[src/rtl/typePack.sv]
// Shared fetch-path types: instruction word, fetch FSM states, fetch constants.
// Pure declarations; no latency or flow control of its own.
// The {pc, inst} entry packs a fetched word with its address for buffering.
package typePack;

   typedef logic [31:0] instruction_t;

   typedef enum logic [1:0] {
      IDLE = 2'd0,
      RUN  = 2'd1,
      HALT = 2'd2
   } ifetch_state_t;

   localparam logic [31:0] IFETCH_RESET_PC = 32'h0000_0000;
   localparam logic [31:0] INST_BYTES      = 32'd4;

   typedef struct packed {
      logic [31:0]  pc;
      instruction_t inst;
   } fetch_entry_t;

endpackage

[src/rtl/ifetch_fifo.sv]
// Synchronous FIFO with synchronous clear and occupancy count.
// Latency: a push is visible at the head one cycle later; pop acts on the current head.
// Backpressure: push ignored when full, pop ignored when empty; clear wins over both.
module ifetch_fifo #(
   parameter int WIDTH = 64,
   parameter int DEPTH = 2
) (
   input  logic                       CLOCK,
   input  logic                       RESET,
   input  logic                       push,
   input  logic [WIDTH-1:0]           push_dat,
   input  logic                       pop,
   output logic [WIDTH-1:0]           head_dat,
   input  logic                       clear,
   output logic                       full,
   output logic                       empty,
   output logic [$clog2(DEPTH+1)-1:0] count
);

   localparam int AW = $clog2(DEPTH);
   localparam int CW = $clog2(DEPTH+1);

   logic [WIDTH-1:0] mem [DEPTH];
   logic [AW-1:0]    wr_ptr;
   logic [AW-1:0]    rd_ptr;
   logic             push_ok;
   logic             pop_ok;

   assign full     = (count == CW'(DEPTH));
   assign empty    = (count == '0);
   assign push_ok  = push && !full;
   assign pop_ok   = pop && !empty;
   assign head_dat = mem[rd_ptr];

   always_ff @(posedge CLOCK or posedge RESET) begin
      if (RESET) begin
         wr_ptr <= '0;
         rd_ptr <= '0;
         count  <= '0;
      end else if (clear) begin
         wr_ptr <= '0;
         rd_ptr <= '0;
         count  <= '0;
      end else begin
         if (push_ok) wr_ptr <= wr_ptr + AW'(1);
         if (pop_ok)  rd_ptr <= rd_ptr + AW'(1);
         case ({push_ok, pop_ok})
            2'b10:   count <= count + CW'(1);
            2'b01:   count <= count - CW'(1);
            default: count <= count;
         endcase
      end
   end

   // Storage needs no reset: nothing reads an entry before it has been written.
   always_ff @(posedge CLOCK) begin
      if (push_ok && !clear) mem[wr_ptr] <= push_dat;
   end

endmodule

[src/rtl/ifetch_ctrl.sv]
// Fetch sequencer: owns the PC, issues word requests, buffers {pc,inst}; IFETCH_ALIGN_CHECK_EN adds MISALIGN/HALT.
// Latency: grant at n, rvalid at m>=n+1, INST_VALID at m+1.
// Backpressure: requests only while buffer credit covers every live in-flight word; redirect flushes.
module ifetch_ctrl
   import typePack::*;
#(
   parameter logic [31:0] RESET_PC        = IFETCH_RESET_PC,
   parameter int          FIFO_DEPTH      = 2,
   parameter int          MAX_OUTSTANDING = 2
) (
   input  logic         CLOCK,
   input  logic         RESET,
   output logic         IMEM_REQ,
   output logic [31:0]  IMEM_ADDR,
   input  logic         IMEM_GNT,
   input  logic         IMEM_RVALID,
   input  logic [31:0]  IMEM_RDATA,
   input  logic         REDIRECT,
   input  logic [31:0]  REDIRECT_PC,
   output logic         INST_VALID,
   output instruction_t INST,
   output logic [31:0]  INST_PC,
   input  logic         INST_READY
`ifdef IFETCH_ALIGN_CHECK_EN
   ,
   output logic         MISALIGN
`endif
);

   localparam int OW = $clog2(MAX_OUTSTANDING+1);
   localparam int CW = $clog2(FIFO_DEPTH+1);

   ifetch_state_t state;
   ifetch_state_t state_nxt;
   logic [31:0]   fetch_pc;
   logic [31:0]   resp_pc;
   logic [31:0]   redirect_base;
   logic [OW-1:0] outstanding;
   logic [OW-1:0] outstanding_nxt;
   logic [OW-1:0] discard;
   logic [OW-1:0] discard_nxt;
   logic [CW-1:0] fifo_count;
   logic          fifo_full;
   logic          fifo_empty;
   logic          credit_ok;
   logic          grant;
   logic          push;
   logic          pop;
   fetch_entry_t  push_entry;
   fetch_entry_t  head;

   assign redirect_base = REDIRECT_PC & ~32'h3;
   assign push_entry    = '{pc: resp_pc, inst: IMEM_RDATA};

   // Words already granted but not being discarded still need a buffer slot.
   assign credit_ok = (32'(outstanding) - 32'(discard) + 32'(fifo_count)) < 32'(FIFO_DEPTH);

   always_comb begin
      state_nxt       = state;
      IMEM_REQ        = 1'b0;
      grant           = 1'b0;
      push            = 1'b0;
      pop             = 1'b0;
      INST_VALID      = 1'b0;
      outstanding_nxt = outstanding;
      discard_nxt     = discard;

      case (state)
         IDLE:    state_nxt = RUN;
         RUN:     state_nxt = RUN;
         HALT:    state_nxt = HALT;
         default: state_nxt = IDLE;
      endcase
`ifdef IFETCH_ALIGN_CHECK_EN
      if (REDIRECT && (REDIRECT_PC[1:0] != 2'b00)) state_nxt = HALT;
`endif

      IMEM_REQ = (state == RUN) && !REDIRECT && credit_ok &&
                 (32'(outstanding) < 32'(MAX_OUTSTANDING));
      grant    = IMEM_REQ && IMEM_GNT;
      push     = IMEM_RVALID && !REDIRECT && (discard == '0) && (state != HALT);
      INST_VALID = !fifo_empty && (state != HALT);
      pop      = INST_VALID && INST_READY && !REDIRECT;

      if (grant && !IMEM_RVALID)      outstanding_nxt = outstanding + OW'(1);
      else if (!grant && IMEM_RVALID) outstanding_nxt = outstanding - OW'(1);

      // After a redirect every word still in flight belongs to the old stream.
      if (REDIRECT)                              discard_nxt = outstanding_nxt;
      else if (IMEM_RVALID && (discard != '0))   discard_nxt = discard - OW'(1);
   end

   always_ff @(posedge CLOCK or posedge RESET) begin
      if (RESET) begin
         state       <= IDLE;
         fetch_pc    <= RESET_PC;
         resp_pc     <= RESET_PC;
         outstanding <= '0;
         discard     <= '0;
      end else begin
         state       <= state_nxt;
         outstanding <= outstanding_nxt;
         discard     <= discard_nxt;
         if (REDIRECT) begin
            fetch_pc <= redirect_base;
            resp_pc  <= redirect_base;
         end else begin
            if (grant) fetch_pc <= fetch_pc + INST_BYTES;
            if (push)  resp_pc  <= resp_pc + INST_BYTES;
         end
      end
   end

   ifetch_fifo #(
      .WIDTH ($bits(fetch_entry_t)),
      .DEPTH (FIFO_DEPTH)
   ) u_fifo (
      .CLOCK    (CLOCK),
      .RESET    (RESET),
      .push     (push),
      .push_dat (push_entry),
      .pop      (pop),
      .head_dat (head),
      .clear    (REDIRECT),
      .full     (fifo_full),
      .empty    (fifo_empty),
      .count    (fifo_count)
   );

   assign IMEM_ADDR = fetch_pc;
   assign INST      = INST_VALID ? head.inst : '0;
   assign INST_PC   = INST_VALID ? head.pc   : '0;

`ifdef IFETCH_ALIGN_CHECK_EN
   assign MISALIGN = (state == HALT);
`endif

   a_no_push_when_full: assert property (@(posedge CLOCK) disable iff (RESET)
      !(push && fifo_full));

endmodule

[config.mk]
export PLATFORM = sky130hd
export DESIGN_NAME = ifetch_ctrl
export DESIGN_NICKNAME = d
export VERILOG_FILES = /design/src/rtl/typePack.sv /design/src/rtl/ifetch_fifo.sv /design/src/rtl/ifetch_ctrl.sv
export SDC_FILE = /design/constraint.sdc
export NUM_CORES = 1
export LEC_CHECK = 0
export CAP_MARGIN = 10
export CORE_UTILIZATION = 46
export DETAILED_ROUTE_END_ITERATION = 6
export GPL_ROUTABILITY_DRIVEN = 1
export PLACE_DENSITY = 0.79
export SYNTH_ARGS = -nofsm -noshare
export SYNTH_HDL_FRONTEND = slang
export SYNTH_SLANG_ARGS = --single-unit
export TNS_END_PERCENT = 5
[constraint.sdc]
create_clock -name CLOCK -period 8.4 [get_ports CLOCK]
set_input_delay 1.68 -clock CLOCK [delete_from_list [all_inputs] [get_ports CLOCK]]
set_output_delay 1.68 -clock CLOCK [all_outputs]
set_load 0.02 [all_outputs]
==> summary.md <==
| Metric | Value |
|---|---|
| Outcome | `complete, no violations` |
| Worst Tran Pin Value | `976 ps` |
| Vias | `6266` |
| Buf/Inv on CP | `3` |
| CP arrival | `3440 ps` |
| Worst-Skew Late Latency | `430 ps` |
| Clk_skew | `10.2 ps` |
| Gpl congestion | `0.859` |
| Clock sinks | `194` |
| Worst EP required | `6720 ps` |
| Final setup viols | `0` |
| CP Depth | `9` |
| Setup crit end kind | `output port` |
| Worst path cell trace | `inv_1, ha_1, fa_1, inv_1, fa_1, nor4b_2, nand2_1, nor2_1, clkdlybuf4s50_1` |
| Number of remaining DRC errors | `0` |
| Critical path class | `flip-flop to output port` |
| Vias per cell | `5.53` |
| Asr flop ratio synth | `36.1%` |
| ANT cells | `0` |
| List of most frequent post-synthesis cells | `124 x edfxtp_1, 77 x nor2_1, 70 x dfrtp_1` |
| Total GRT Usage | `20.2%` |
| Fin area | `0.0112 mm^2` |
| Share of cells above drive strength 1 | `6.56%` |
| Largest net degree at the start of global routing | `71` |
| DR WL/cell | `16.8 um` |
| RSZ-0062 raised after global routing | `no` |
| Final period util | `60.9%` |
| Post-CTS setup buffers | `0` |
| Worst hold stages | `1` |
| Max_slew headroom | `34.6%` |
| Detailed-placement wirelength estimate | `12.6 mm` |
| Nets | `963` |
| Initial Utilization | `47.0%` |
| P&R area growth vs syn | `27.3%` |
| Clk slew on worst S/H paths | `70 ps` |
| Crit-path max FO | `5` |
| Num CTS Buffers | `17` |
| Resized cells post-CTS | `0` |
| Max Cap Violations | `0` |
| Critical Path Start Type | `flip-flop` |
| Area leader, netlist | `edfxtp_1` |
| EDFF count, synth | `124` |
| Power Dens Cells | `241 mW/mm^2` |
| Placed inst area | `0.0106 mm^2` |
| Gr ovfl total | `0` |
| Yosys reg bits | `194` |
| Initial DRC Count | `387` |
| Final Hold Vio Count | `0` |
| Cell variety after synth | `56` |
| Std-Cell Rows | `50` |
| Initial antenna violation count | `0` |
| Post-CTS Hold Buffers | `0` |
| Ports | `168` |
| Share of the synthesized area in the top cell type | `42.3%` |
| Mapped Cells | `729` |
| DIE HEIGHT | `140 um` |
| Post-Place Cells | `1100` |
| CORE AREA | `0.0187 mm^2` |
| Synth warn | `0` |
| DR pass1 iterations | `5` |
| Seq/Total Area, Yosys | `62.2%` |
| Achievable Freq | `195 MHz` |
| Die Area | `0.0197 mm^2` |
| Prevailing post-synth register cell | `edfxtp_1` |
| CP top delay family | `adder cells` |
| First-pass GRT wire length | `30.4 mm` |
| Synth top area cells | `edfxtp_1 42%, dfrtp_1 20%, mux2i_1 7.5%` |
| Routed WL | `19.1 mm` |
| Leak pwr | `3.96 nW` |
| Worst Hold Class | `flip-flop to flip-flop` |
| Slowest library cell on the worst path | `clkdlybuf4s50_1` |
| Vias in the first global route | `5845` |
| CP max stage delay | `630 ps` |
| DIE WIDTH | `140 um` |
| Hold Slack | `479 ps` |
| Final instance count without filler cells | `1133` |
| Syn_area_per_cell | `12.1 um^2` |
| Setup TNS | `0 ps` |
| Clk buf depth | `2` |
| Antenna-violating nets left | `0` |
| R2R depth | `10` |
| Worst VDD drop | `0.151 mV` |
| Fin crit period | `5120 ps` |
| CTS tree | `done` |
| Max Slew Vio Count | `0` |
| CTS Root Cell | `clkbuf_16` |
| H-tree Lvls | `4` |
| # port buffers | `161` |
| Most frequent cell after synthesis | `edfxtp_1` |
| Synth Cell Area | `0.00880 mm^2` |
## final timing paths
check                                     from       endpoint  slack, ps
worst min-delay path                  state[1]       state[0]        480
worst min register to register        state[1]       state[0]        480
min in group asynchronous                RESET  IMEM_ADDR[29]       1830
worst max-delay path            outstanding[0]       IMEM_REQ       3280
max in group asynchronous                RESET  u_fifo.rd_ptr       5860
worst max register to register  outstanding[0]  IMEM_ADDR[24]       4700
## kinds of logic (layout without fill, tap and decap cells)
| kind of cell | count (synthesis) | in the layout | synth area share (%) |
|---|---|---|---|
| other | 1 | 4 | 0.0426 |
| and+or+nand+nor | 258 | 258 | 14.7 |
| AOI/OAI and AO/OA | 99 | 99 | 7.10 |
| xor gates and xnor gates | 36 | 36 | 3.58 |
| DFF | 194 | 194 | 62.2 |
| buffers and inverters | 64 | 231 | 3.16 |
| muxes | 70 | 70 | 8.02 |
| adders and majority gates | 7 | 7 | 1.17 |
## worst reg2reg max path, stage by stage (launching register included)
cell,delay [ps]
dfrtp_1,390
inv_1,70
ha_1,200
fa_1,470
inv_1,60
fa_1,470
nor4b_2,340
nand2_1,190
or3_1,720
or4_1,620
nand3_1,100
## final cells by class
| type | instances | area [um^2] |
|---|---|---|
| Tap cell | 234 | 293 |
| Sequential cell | 194 | 5480 |
| Clock inverter | 8 | 50.0 |
| Fill cell | 1522 | 7510 |
| Timing Repair Buffer | 172 | 1690 |
| Clock buffer | 24 | 495 |
| Multi-Input combinational cell | 474 | 3090 |
| Inverter | 27 | 101 |
## registers in the layout, summed over array words and instances (netlist names)
register / cells
IMEM_ADDR: 30
discard: 2
outstanding: 2
resp_pc: 30
state: 2
u_fifo.count: 2
u_fifo.mem: 124
u_fifo.rd_ptr: 1
u_fifo.wr_ptr: 1
## cell usage in the layout, fill, tap and decap left out, types with 4 or more instances in the layout
master           netlist  routed
a21oi_1               16      16
a31oi_1                4       4
and2_1                 7       7
and3_1                10       9
and4_1                 6       6
buf_4                  5      11
clkbuf_16              0      18
clkdlybuf4s50_1        0     160
clkinv_2               0       4
conb_1                 1       4
dfrtp_1               70      69
edfxtp_1             124     124
ha_1                   5       5
inv_1                 27      26
mux2_2                 4       4
mux2i_1               66      66
nand2_1               60      60
nand2b_1               4       4
nand3_1               27      27
nand4_1               22      22
nor2_1                77      77
nor2b_1                4       4
nor3_1                 9       8
nor4_1                 8       7
o211ai_1              11      11
o21ai_0               40      40
o31a_1                 5       5
or3_1                  8       8
or4_1                  5       5
xnor2_1               11      11
xor2_1                25      25
## metrics by stage
step	utilization, %	worst slack (ps)	power (mW)
final	59.9	3280	2.69
after global routing	59.9	3140	2.84
after CTS	59.8	3290	2.72
after detailed placement	56.9	3630	1.97
after global placement	56.9	3620	1.95
after floorplan	-	2310	1.69
## power by group
group / total, mW / internal [mW] / switching (mW)
registers: 1.22 / 1.12 / 0.0936
clock network: 0.743 / 0.414 / 0.329
logic: 0.734 / 0.320 / 0.413
total: 2.69 / 1.86 / 0.836
## per-layer routing
metal	up-vias	share of wire, %	global-route usage [%]
met1	3026	46	28.0
met3	19	7.3	4.82
li1	2961	-	-
met2	260	45	31.6
met4	0	1.4	6.07
met5	-	0	0
No activity file was read; power rests on OpenSTA's default activity.
==> RTL edit 1 (same flow settings) <==
Re-encode `ifetch_state_t` (3 states) as one-hot, 3 bits wide.
--- a/src/rtl/typePack.sv
+++ b/src/rtl/typePack.sv
@@ -7,6 +7,6 @@
 
-   typedef enum logic [1:0] {
-      IDLE = 2'd0,
-      RUN  = 2'd1,
-      HALT = 2'd2
+   typedef enum logic [2:0] {
+      IDLE = 3'b001,
+      RUN  = 3'b010,
+      HALT = 3'b100
    } ifetch_state_t;
Function: same outputs for any inputs over 4 cycles, from zero or initial values and one cycle with RESET high; so few cycles prove little.
==> RTL edit 1 against the unedited design <==
  * Count of clock-buffer cells in the layout is 4 lower
  * Via count is 1.8% lower
  * Design area is 1.1% higher
  * Power is 2.8% lower
  * Setup slack worse by 0.34 ns
  * Register-to-register slack worse by 0.08 ns
  * Non-clock buffer count is 4 lower
  * Die area is 0.74% higher
  * Largest power group unchanged
  * Synthesized cell count is 1.9% lower
  * Synthesized area is 0.75% higher
  * Sequential cell count is 1 higher
  * Highest routed layer unchanged
  * Wire length is 2.3% higher
==> RTL edit 1: results (changes against the unedited design) <==
| Metric | Value |
|---|---|
| Pin count of the biggest net entering global routing | `72 (+1.4%)` |
| Synth top cells by count | `edfxtp_1, nor2_1, dfrtp_1` |
| Post-synthesis mux area share | `8.36% (+0.34 points)` |
| Signal inverters | `16 (-41%)` |
| Sequential cell area | `0.00551 sq mm (+0.48%)` |
| R2r setup slk | `4.62 ns (-0.08 ns)` |
| Met1 usage | `27.4% (-0.66 points)` |
| Post-synthesis sequential area ratio | `62.1% (-0.17 points)` |
| Sequential power share | `45.7% (+0.5 points)` |
| Final setup skew | `0.0142 ns (+0.00396 ns)` |
| VDD IR max | `138 uV (-8.6%)` |
| GR Layer Usage met3 | `4.62% (-0.20 points)` |
| Layout Nets | `947 (-1.7%)` |
| Synth unique cells | `65 (+16%)` |
| First-pass GRT wire length | `31300 um (+2.9%)` |
| Register bit count reported by yosys | `195 (+0.52%)` |
| XOR/XNOR Fraction of Synth Area | `4.25% (+0.66 points)` |
| P per Cell Area | `231 mW/mm^2 (-3.9%)` |
| Crit path from | `REDIRECT` |
| HP Start | `state[2]` |
| Post-synthesis compound-gate area fraction | `6.45% (-0.65 points)` |
| LEAKAGE | `3.96 nW (about the same)` |
| Multi-input combinational area share | `27.9% (+0.36 points)` |
| Vias in the first global route | `6007 (+2.8%)` |
| Status | `completed` |
| NetSw | `0.720 mW (-14%)` |
| Clock-cell share of area | `5.64% (+0.77 points)` |
| Final WL | `19500 um (+2.3%)` |
| Met3 Routed Length | `1270 um (-8.9%)` |
| Slew HR | `31.5% (-3.1 points)` |
| Setup WS post-layout | `2.94 ns (-0.342 ns)` |
| Routability Congestion | `0.799 (-7.0%)` |
| Top post-synthesis cells by area | `edfxtp_1, dfrtp_1, mux2i_1` |
[RTL edit 1: cell count changes after synthesis, sizes merged, moves of 5 or more]
cell	change
clkbuf	+5
xor2	-5
buf	-7
inv	-11
nor2	+8
a21oi	-10
xnor2	+12
nand3	+10
nand2b	+6
a21boi	+7
nand2	-12
or3	-7
o211ai	-5
[RTL edit 1: logic make-up after synthesis]
kind of cell | count (synthesis)
mux | 73
buf+inv | 51
simple gates | 259
compound gates | 86
fa+ha+maj | 7
xor+xnor | 43
other cells | 1
flops | 195
[RTL edit 1: critical path: stages]
cell and delay [ns]:
buf_2 0.10, buf_4 0.31, or4_4 0.61, a2111oi_2 0.39
clkdlybuf4s50_1 0.69
[RTL edit 1: stage by stage]
step                instance area, sq um  hold slack (ns)
finish                             11300            0.488
detailed placement                 10700            0.474
floorplan                           8870            0.431
global route                       11300            0.503
global placement                   10700            0.470
CTS                                11300            0.484
==> RTL edit 2 (same flow settings) <==
Made on the original files. The parameter `MAX_OUTSTANDING` goes from 2 to 4.
--- a/src/rtl/ifetch_ctrl.sv
+++ b/src/rtl/ifetch_ctrl.sv
@@ -8,3 +8,3 @@
    parameter int          FIFO_DEPTH      = 2,
-   parameter int          MAX_OUTSTANDING = 2
+   parameter int          MAX_OUTSTANDING = 4
 ) (
Formal check against the unedited RTL: not equivalent (Yosys sat finds a counterexample within 4 cycles, from zero or initial values and one cycle with RESET high).
==> RTL edit 2 against the unedited design <==
  * Power is 3.4% lower
  * Die area up 4.7%
  * Sequential cell count rose by 2
  * Register-to-register slack got worse by 0.03 ns
  * Largest power group unchanged
  * First-iteration DRC count up 9.0%
  * Synthesized area increased by 4.8%
  * Cell count grew 6.2%
  * Maximum frequency grew 1.6%
  * Sequential share of layout area shrank 1.5 points
  * Design area grew 4.0%
  * Count of clock-buffer cells in the layout is 7 lower
  * Wire length rose by 8.6%
  * Critical path type unchanged
  * Hold slack worse by 0.0036 ns
  * Setup slack improved by 0.078 ns
==> RTL edit 2: results (changes against the unedited design) <==
| Metric | Value |
|---|---|
| Final period util | `60.0% (-0.93 points)` |
| VDD IR max | `152 uV (+0.54%)` |
| M1 WL | `9570 um (+8.6%)` |
| CLK BUF | `17 (-29%)` |
| Max reg flops | `124 (unchanged)` |
| Crit-path max FO | `10 (+5)` |
| CTS resizes | `0 (unchanged)` |
| Synth top cells by count | `edfxtp_1, nor2_1, mux2i_1` |
| Share of layout cells above drive strength 1 | `7.89% (+1.3 points)` |
| Status | `completed` |
| R2r setup slk | `4.67 ns (-0.03 ns)` |
| Vias in the first global route | `6054 (+3.6%)` |
| Crit path DAT | `3.36 ns (-0.08 ns)` |
| Mean Syn Cell Area | `11.9 sq um (-1.3%)` |
| Layout Nets | `1007 (+4.6%)` |
| Sequential cell area share | `47.5% (-1.5 points)` |
| Pin count of the biggest net entering global routing | `73 (+2.8%)` |
| Htree depth | `4 (unchanged)` |
| Clock Sinks | `196 (+1.0%)` |
| Non-clock buffers | `170 (-1.2%)` |
| R2r endpoint | `IMEM_ADDR[31]` |
| Met2 wire length | `9410 um (+9.4%)` |
| Final setup skew | `0.0177 ns (+0.00748 ns)` |
| Signal inverters | `28 (+3.7%)` |
| # fillers | `1585 (+4.1%)` |
| Multi-input combinational area share | `29.3% (+1.7 points)` |
| Routability Congestion | `0.837 (-2.6%)` |
| Multi-input combinational cell count | `512 (+8.0%)` |
| Signal buffers share of area | `14.4% (-0.71 points)` |
| GR Layer Usage met3 | `4.50% (-0.32 points)` |
| Non-filler cells, final | `1203 (+6.2%)` |
| Synth unique cells | `67 (+20%)` |
| Area Overhead vs Synth | `26.4%` |
| Dpl ws | `3.38 ns (-0.250 ns)` |
| Met3 Routed Length | `1400 um (+0.36%)` |
| M2 GR Usage | `31.4% (-0.15 points)` |
| Starting DRT DRC Count | `422 (+9.0%)` |
| Die area | `0.0206 sq mm (+4.7%)` |
| Worst-Margin Slew | `1.12 ns (+0.144 ns)` |
| Met1 usage | `29.2% (+1.2 points)` |
| WHS | `0.476 ns (-0.00360 ns)` |
| LEAKAGE | `4.04 nW (+2.0%)` |
| Top post-synthesis cells by area | `edfxtp_1, dfrtp_1, mux2i_1` |
| Reg2reg start | `outstanding[0]` |
| Reg2Reg Depth | `12 (+2)` |
| Placed cell area | `0.0111 sq mm (+3.8%)` |
RTL edit 2: cell count changes in the layout (fill, tap and decap cells not counted), moves of 8 or more:
cell	before	now
xor2_1	25	1
o21ai_0	40	27
nand4_1	22	7
mux2i_1	66	78
o211ai_1	11	19
nand3_1	27	39
nand2_1	60	74
RTL edit 2: cells by family after synthesis:
logic type / count (synthesis) / share of synthesized area [%]
adder cells (fa/ha/maj): 13 / 1.90
AND/OR/NAND/NOR: 267 / 14.0
flip-flops: 196 / 60.0
buffers and inverters: 69 / 3.37
XOR/XNOR: 12 / 1.14
other: 1 / 0.0407
AO/OA/AOI/OAI: 130 / 10.2
multiplexers: 86 / 9.49
RTL edit 2: power breakdown:
| part | leakage, nW | switching (mW) | internal (mW) |
|---|---|---|---|
| Combinational | 1.75 | 0.317 | 0.258 |
| Sequential | 1.99 | 0.0953 | 1.12 |
| Clock | 0.292 | 0.369 | 0.447 |
| Total | 4.04 | 0.781 | 1.82 |
